--- src/rtl/sram_controller.sv ---
`default_nettype none
// ============================================================================
// Module   : sram_controller
// Purpose  : Bridges a 32-bit MEM-stage load/store port onto a 16-bit
//            asynchronous SRAM. Each access is two half-word beats (low then
//            high), and each beat is held for WAIT_CYCLES cycles. The pipeline
//            is frozen through ready while an access is in flight.
// Revision : 1.0 - initial release
// ============================================================================
module sram_controller #(
  parameter int unsigned ADDR_BASE   = 1024,
  parameter int unsigned WAIT_CYCLES = 2
) (
  input  logic        clk,
  input  logic        rst,
  input  logic        wr_en,
  input  logic        rd_en,
  input  logic [31:0] address,
  input  logic [31:0] write_data,
  output logic [31:0] read_data,
  output logic        ready,
  output logic [17:0] sram_addr,
  output logic [15:0] sram_dq_out,
  input  logic [15:0] sram_dq_in,
  output logic        sram_dq_oe,
  output logic        sram_we_n
);

  typedef enum logic [1:0] {
    IDLE = 2'd0,
    LOW  = 2'd1,
    HIGH = 2'd2,
    DONE = 2'd3
  } state_t;

  localparam logic [31:0] C_BASE      = 32'(ADDR_BASE);
  localparam logic [3:0]  C_LAST_BEAT = 4'(WAIT_CYCLES - 1);

  state_t      r_state;
  state_t      w_next_state;
  logic [3:0]  r_count;
  logic        r_is_write;
  logic [16:0] r_word;
  logic [31:0] r_wdata;
  logic [16:0] w_word;
  logic        w_request;
  logic        w_beat_end;

  assign w_request  = wr_en | rd_en;
  // Offset wraps modulo 2^32 below the base; byte lanes are dropped, then the
  // index is truncated to the 17 bits the SRAM can address.
  assign w_word     = 17'((address - C_BASE) >> 2);
  assign w_beat_end = (r_count == C_LAST_BEAT);

  // State register.
  always_ff @(posedge clk or posedge rst) begin
    if (rst) r_state <= IDLE;
    else     r_state <= w_next_state;
  end

  // Beat counter: counts cycles inside LOW/HIGH and clears on each phase change.
  always_ff @(posedge clk or posedge rst) begin
    if (rst)
      r_count <= 4'd0;
    else if ((r_state == LOW || r_state == HIGH) && !w_beat_end)
      r_count <= r_count + 4'd1;
    else
      r_count <= 4'd0;
  end

  // Latch the request in IDLE so later input changes cannot disturb the access.
  always_ff @(posedge clk or posedge rst) begin
    if (rst) begin
      r_is_write <= 1'b0;
      r_word     <= 17'd0;
      r_wdata    <= 32'd0;
    end else if (r_state == IDLE && w_request) begin
      r_is_write <= wr_en;
      r_word     <= w_word;
      r_wdata    <= write_data;
    end
  end

  // Sample SRAM read data on the last cycle of each beat; holds otherwise.
  always_ff @(posedge clk or posedge rst) begin
    if (rst) begin
      read_data <= 32'd0;
    end else if (!r_is_write && w_beat_end) begin
      if (r_state == LOW)       read_data[15:0]  <= sram_dq_in;
      else if (r_state == HIGH) read_data[31:16] <= sram_dq_in;
    end
  end

  // Next-state logic and SRAM bus / ready decode.
  always_comb begin
    w_next_state = r_state;
    ready        = 1'b0;
    sram_addr    = 18'd0;
    sram_dq_out  = 16'd0;
    sram_dq_oe   = 1'b0;
    sram_we_n    = 1'b1;
    case (r_state)
      IDLE: begin
        ready = ~w_request;
        if (w_request) w_next_state = LOW;
      end
      LOW: begin
        sram_addr = {r_word, 1'b0};
        if (r_is_write) begin
          sram_dq_out = r_wdata[15:0];
          sram_dq_oe  = 1'b1;
          sram_we_n   = 1'b0;
        end
        if (w_beat_end) w_next_state = HIGH;
      end
      HIGH: begin
        sram_addr = {r_word, 1'b1};
        if (r_is_write) begin
          sram_dq_out = r_wdata[31:16];
          sram_dq_oe  = 1'b1;
          sram_we_n   = 1'b0;
        end
        if (w_beat_end) w_next_state = DONE;
      end
      DONE: begin
        ready        = 1'b1;
        w_next_state = IDLE;
      end
      default: w_next_state = IDLE;
    endcase
  end

endmodule
`default_nettype wire
--- config.mk ---
export PLATFORM = sky130hd
export DESIGN_NAME = sram_controller
export DESIGN_NICKNAME = d
export VERILOG_FILES = /design/src/rtl/sram_controller.sv
export SDC_FILE = /design/constraint.sdc
export NUM_CORES = 1
export LEC_CHECK = 0
export ABC_AREA = 1
export CAP_MARGIN = 5
export CELL_PAD_IN_SITES_DETAIL_PLACEMENT = 1
export CELL_PAD_IN_SITES_GLOBAL_PLACEMENT = 2
export CORE_ASPECT_RATIO = 1.1
export CORE_MARGIN = 3
export CORE_UTILIZATION = 25
export DETAILED_ROUTE_END_ITERATION = 10
export PLACE_DENSITY_LB_ADDON = 0.1
export SLEW_MARGIN = 40
export SYNTH_ARGS = -nofsm -noshare
export SYNTH_HDL_FRONTEND = slang
export SYNTH_SLANG_ARGS = --single-unit
--- constraint.sdc ---
create_clock -name clk -period 3 [get_ports clk]
set_input_delay 0.45 -clock clk [delete_from_list [all_inputs] [get_ports clk]]
set_output_delay 0.45 -clock clk [all_outputs]
set_load 0.05 [all_outputs]
==> results.md, run 1 <==
* First-pass GRT wire length at 19.72 mm
* Hold buffer count at cts at 0
* Most common library cell in the layout ignoring fill and taps: nand2_1
* Core area at 0.01586 sq mm
* Top cell type's share of synthesized area at around 54%
* Post-Synth Adder-Cell Area at 2.442%
* Clock sinks at 88
* Crit path cell chain: inv_1, ha_1, nand2_1, a21oi_1, buf_12
* Fillcell total at 1885
* DP HPWL at 8.463 mm
* Mapped Cells at between 400 and 500
* Kind of critical path: reg -> out
* Clk buf depth at 2
* Seq cells post-synth at just under 90
* Seq/Total Area, Yosys at 53.72%
* Crit path DAT at 2300 ps
* Post-synth cell types at 25
* Gr usage total at 13.76%
* Final Setup Violations at 0
* Die area at about 0.018 sq mm
* CP max FO at 14
* Syn_nets at 588
* Largest family of logic cells by synthesized area: simple AND/OR/NAND/NOR gates
* Clock insertion delay at the later pin of the skew report at between 300 and 400 ps
* Vias per inst at 4.270
* Antenna violations before repair at 1
* Final Skew at 11.04 ps
* Final period util at 91.75%
* Largest net degree at the start of global routing at 43
* Final Hold Viols at 0
* IO Pins at 153
* Cell Rows at between 40 and 50
* CTS tree: built
* Multi-input logic area at 0.001521 sq mm
* Simple-gate share of the synthesized area at about a quarter
* Final Core Density at roughly 39%
* Period minus WS final at 2752 ps
* Clock Pin Slew Worst Setup and Hold Paths at 60 ps
* Routed WL at 11.82 mm
* Buffers & Inverters on Critical Path at 2
* Antenna Violating Nets Remaining at 0
* Vias in the first global route at 3888
* IO Port Bufs at 137
* Post_cts resized at 0
* Most frequent cells in the layout: nand2_1, clkdlybuf4s50_1, dfrtp_1
* Drc violations at 0
* Die Wd at 128.1 um
* Clock root buffer: clkbuf_16
* Post-CTS setup buffer count at 0
* Die height at 140.3 um
* CP max-delay cell: a21oi_1
* Cell taking the most area after synthesis: dfrtp_1
* Layout cells sized above 1 at 13.70%
* Final Max Slew Viols at 0
* Max incr delay on CP at 500 ps
* Total number of vias at about 3.6k
* Worst R2R Start: r_state[0]
* Compound-Gate Fraction of Synth Area at roughly a tenth
* Post-synthesis cell area at 0.004099 sq mm
* Final net count at 722
* CTS H-Tree Depth at 3
* Worst Max-Slew Pin Slew at 713.7 ps
* Yosys warning total at 0
* Initial drt markers at 157
* Slew headroom at between 50 and 60%
* CP startpoint kind: flop
* Leading post-synthesis cells by cell area: dfrtp_1, nand2_1, inv_1
* Fmax at 363.3 MHz
* Routability Congestion at 0.7430
* Sequential cell area at ~0.0022 sq mm
* GR Overflow Total at 0
* Starting Density at between 20% and 30%
* CTS Buf Count at 9
* Run status: finished, final reports clean
* Setup TNS at 0 ps
* Post-synthesis mux area share at 0%
* Setup repair after global routing missed its margin: no
* Router iterations before antenna repair at 5
* P_leak at 2.968 nW
* Routed len/inst at 14.14 um
* Crit path capture type: primary output
* Peak VDD IR at 0.4973 mV
* XOR/XNOR Fraction of Synth Area at 0.4274%
* Worst path required time at 2550 ps
* Avg Inst Size Synth at 8.264 sq um
* CP delay by family, top: compound AO/OA/AOI/OAI gates
* Maxcap violations at 0
* Layout area overhead at 49.79%
* Pwr Density at between 1000 and 1500 mW/mm^2
* Worst Hold Class: reg -> reg
* CP startpoint: r_state[0]
* Hold_sp: r_wdata[4]
-- kinds of logic (layout without fill, tap and decap cells) --
group / Yosys count / after routing
compound gates: 68 / 68
xor+xnor: 2 / 2
fa+ha+maj: 8 / 8
buf+inv: 76 / 215
flops: 88 / 88
other cells: 0 / 1
simple gates: 254 / 254
-- layout make-up --
class                           count  share of cell area, %
Tap cell                          200                  4.076
Antenna cell                        1                0.04076
Multi-Input combinational cell    332                  24.78
Clock buffer                       10                  3.892
Clock inverter                      6                  1.467
Timing Repair Buffer              145                  26.53
Inverter                           54                  3.342
Sequential cell                    88                  35.87
-- cells in the mapped netlist --
library cell / n
nand2_1: 201
dfrtp_1: 88
inv_1: 53
nor2_1: 33
a21oi_1: 18
o21ai_2: 17
o21ai_1: 16
o21ai_0: 15
nand3_1: 10
buf_2: 9
buf_6: 9
ha_1: 8
nand2_2: 5
buf_4: 3
a31oi_1: 1
clkbuf_1: 1
inv_2: 1
nand4_1: 1
nor2_2: 1
nor2_4: 1
o21bai_1: 1
or2_1: 1
or2_2: 1
xnor2_1: 1
xor2_1: 1
-- per-layer routing --
layer / track usage, % / part of all wire [%]
met5: 0 / 0
met4: 5.307 / 1.4
met3: 2.670 / 4.4
met2: 21.84 / 48
met1: 18.51 / 47
-- path summary, 6_finish.rpt --
| check | end | cells after the start | slack [ps] |
|---|---|---|---|
| setup / recovery | sram_dq_out[5] | 5 | 250 |
| hold / removal | r_wdata[4] | 2 | 480 |
| setup reg to reg | read_data[19] | 8 | 1020 |
| hold reg to reg | r_wdata[4] | 2 | 480 |
| max in group asynchronous | read_data[30] | 3 | 1670 |
| min in group asynchronous | r_word[2] | 2 | 510 |
-- registers in the layout, indices dropped and copies added (netlist names) --
signal and count:
r_count 4, r_is_write 1, r_state 2, r_wdata 32, r_word 17, read_data 32
-- report_power, final --
group	internal, mW	switching, mW
sequential	1.77	0.303
clock	0.757	0.488
combinational	1.49	2.74
total	4.01	3.53
-- per-stage QoR --
| step | instance area [sq um] | power, mW | std cells | hold WS (ps) | worst slack, ps |
|---|---|---|---|---|---|
| after floorplan | 4099 | 4.803 | 496 | 448.7 | 271.4 |
| after global placement | 5808 | 6.309 | 819 | 462.2 | 530.0 |
| after detailed placement | 5808 | 6.389 | 819 | 465.0 | 494.0 |
| after CTS | 6137 | 7.680 | 835 | 483.4 | 183.7 |
| after global routing | 6140 | 8.093 | 836 | 494.2 | 76.86 |
| final | 6140 | 7.542 | 836 | 475.6 | 247.5 |
-- tightest hold or removal path: stages (launching register included) --
cell and delay (ps):
dfrtp_1 340, nand2_1 50, nand2_1 50
(Power assumes the default switching activity.)
==> run 2, diff against run 1 <==
--- a/config.mk
+++ b/config.mk
@@ -13,7 +13,8 @@
 export CORE_MARGIN = 3
 export CORE_UTILIZATION = 25
 export DETAILED_ROUTE_END_ITERATION = 10
-export PLACE_DENSITY_LB_ADDON = 0.1
+export MAX_ROUTING_LAYER = met4
+export PLACE_DENSITY = 0.84
 export SLEW_MARGIN = 40
 export SYNTH_ARGS = -nofsm -noshare
 export SYNTH_HDL_FRONTEND = slang
==> run 2 against run 1 <==
  * Flip-flop and latch count did not move
  * Register-to-register slack worse by 100 ps
  * Die area unchanged
  * Largest power group unchanged
  * Critical path depth fell by 1
  * Sequential share of layout area fell by 0.43 points
  * Clock power about the same
  * Non-clock buffer count shrank 2
  * Setup slack improved by 110 ps
  * Utilization increased by 0.47 points
  * Combinational power up 2%
==> results.md, run 2 (synthesized netlist as in run 1, its figures left out) <==
* Run status: finished, final reports clean (unchanged)
* Clock sinks at 88 (unchanged)
* Largest regs: r_wdata (32), read_data (32), r_word (17) (unchanged)
* Period minus WS final at 2638 ps (was 2752 ps)
* Total number of vias at 3614 (was 3570)
* Dpl cells at 817 (was 819)
* Final Cell Area at 0.006215 sq mm (was 0.006140 sq mm)
* R2R Path End: read_data[25] (was read_data[19])
* CP startpoint kind: flop (unchanged)
* Vias in the first global route at 3879 (was 3888)
* Routed WL at 11.99 mm (was 11.82 mm)
* Clock root buffer: clkbuf_16 (unchanged)
* Antenna violations before repair at 1 (unchanged)
* R2R cell count at 8 (unchanged)
* Worst Hold Class: in -> async (was reg -> reg)
* CP max FO at 5 (was 14)
* Crit path capture type: primary output (unchanged)
* Multi-input logic area at 0.001521 sq mm (unchanged)
* Final cell count without fillers at 834 (was 836)
* Gr usage total at 14.15% (was 13.76%)
* Sequential cell area at 0.002202 sq mm (unchanged)
* Final Hold Viols at 0 (unchanged)
* CTS Buf Count at 9 (unchanged)
* Hold buffer count at cts at 0 (unchanged)
* Die Wd at 128.1 um (unchanged)
* Final Skew at 7.632 ps (was 11.04 ps)
* Slew headroom at 53.44% (was 52.25%)
* P_leak at 2.980 nW (was 2.968 nW)
* Placed Instance Area at 0.005868 sq mm (was 0.005808 sq mm)
* Worst R2R Start: r_state[0] (unchanged)
* Final Core Density at 39.20% (was 38.72%)
* Crit path DAT at 2190 ps (was 2300 ps)
* Worst reg-to-reg setup slack at 920 ps (was 1020 ps)
* Starting Density at 25.85% (unchanged)
* IO Pins at 153 (unchanged)
* CP startpoint: r_state[0] (unchanged)
* Clk buf depth at 2 (unchanged)
* Core area at 0.01586 sq mm (unchanged)
* Layout cells sized above 1 at 13.43% (was 13.70%)
* Routability Congestion at 0.7862 (was 0.7430)
* Pwr Density at 1231 mW/mm^2 (was 1228 mW/mm^2)
* Cell Rows at 48 (unchanged)
* Initial drt markers at 126 (was 157)
* Buffers & Inverters on Critical Path at 2 (unchanged)
* Max incr delay on CP at 830 ps (was 500 ps)
* Fmax at 379.1 MHz (was 363.3 MHz)
* Setup WS pre-CTS at 502.4 ps (was 494.0 ps)
* Critical Path End: ready (was sram_dq_out[5])
* Router iterations before antenna repair at 4 (was 5)
* CP delay by family, top: buffers and inverters (was compound AO/OA/AOI/OAI gates)
* CTS H-Tree Depth at 3 (unchanged)
* GR Overflow Total at 0 (unchanged)
* Crit path cell chain: inv_1, ha_1, a21oi_1, clkdlybuf4s50_1 (was inv_1, ha_1, nand2_1, a21oi_1, buf_12)
* Clock insertion delay at the later pin of the skew report at 330 ps (was 340 ps)
* Die height at 140.3 um (unchanged)
* Antenna Violating Nets Remaining at 0 (unchanged)
* Drc violations at 0 (unchanged)
* Kind of critical path: reg -> out (unchanged)
* Peak VDD IR at 0.5095 mV (was 0.4973 mV)
* Final Max Slew Viols at 0 (unchanged)
* Crit. path cell count at 4 (was 5)
* CTS tree: built (unchanged)
* Final Setup Violations at 0 (unchanged)
* Setup repair after global routing missed its margin: no (unchanged)
* Vias per inst at 4.333 (was 4.270)
* Setup TNS at 0 ps (unchanged)
* Hold Worst Slack at 461.0 ps (was 475.6 ps)
* Final WS setup at 361.9 ps (was 247.5 ps)
* Maxcap violations at 0 (unchanged)
* Final net count at 720 (was 722)
* First-pass GRT wire length at 19.70 mm (was 19.72 mm)
* Die area at 0.01797 sq mm (unchanged)
* DP HPWL at 8.812 mm (was 8.463 mm)
* Post-CTS setup buffer count at 0 (unchanged)
* Fillcell total at 1884 (was 1885)
* Final period util at 87.94% (was 91.75%)
* Most common library cell in the layout ignoring fill and taps: nand2_1 (unchanged)
* Worst Max-Slew Pin Slew at 695.9 ps (was 713.7 ps)
* CP max-delay cell: clkdlybuf4s50_1 (was a21oi_1)
* Post_cts resized at 0 (unchanged)
* IO Port Bufs at 137 (unchanged)
* Routed len/inst at 14.37 um (was 14.14 um)
* Largest net degree at the start of global routing at 57 (was 43)
* Layout area overhead at 51.62% (was 49.79%)
* Clock Pin Slew Worst Setup and Hold Paths at 70 ps (was 60 ps)
* Most frequent cells in the layout: nand2_1, clkdlybuf4s50_1, dfrtp_1 (unchanged)
* Final Power at 7.652 mW (was 7.542 mW)
* Worst path required time at 2550 ps (about the same)
==> run 2: worst min-delay path by stage <==
| stage | startpoint | to | slack (ps) | cells after the start |
|---|---|---|---|---|
| 6_report | rst | read_data[0] | 460 | 2 |
| 5_1_grt | rst | read_data[0] | 490 | 2 |
| 4_1_cts | rst | read_data[0] | 470 | 2 |
| 3_5_place_dp | r_wdata[14] | r_wdata[14] | 470 | 2 |
| 3_3_place_gp | r_wdata[3] | r_wdata[3] | 460 | 2 |
| 2_1_floorplan | r_wdata[0] | r_wdata[0] | 450 | 2 |
==> run 2: layout make-up <==
type | instances | share of cell area, %
flip-flops and latches | 88 | 35.43
well taps | 200 | 4.027
repair buffers | 143 | 27.18
diodes | 1 | 0.04027
multi-input cells | 332 | 24.48
clock buffers | 9 | 3.624
clock inverters | 7 | 1.913
inverters | 54 | 3.302
==> run 2: where the power goes <==
part,switching (mW),internal (mW)
registers,0.305,1.77
logic,2.78,1.52
clock network,0.470,0.815
==> run 2: routing by layer <==
layer	up-vias	part of all wire (%)	track usage [%]
li1	1778	-	-
met3	10	5.0	2.593
met2	98	49	23.00
met4	0	1.3	4.413
met1	1728	45	17.92
met5	-	0	-
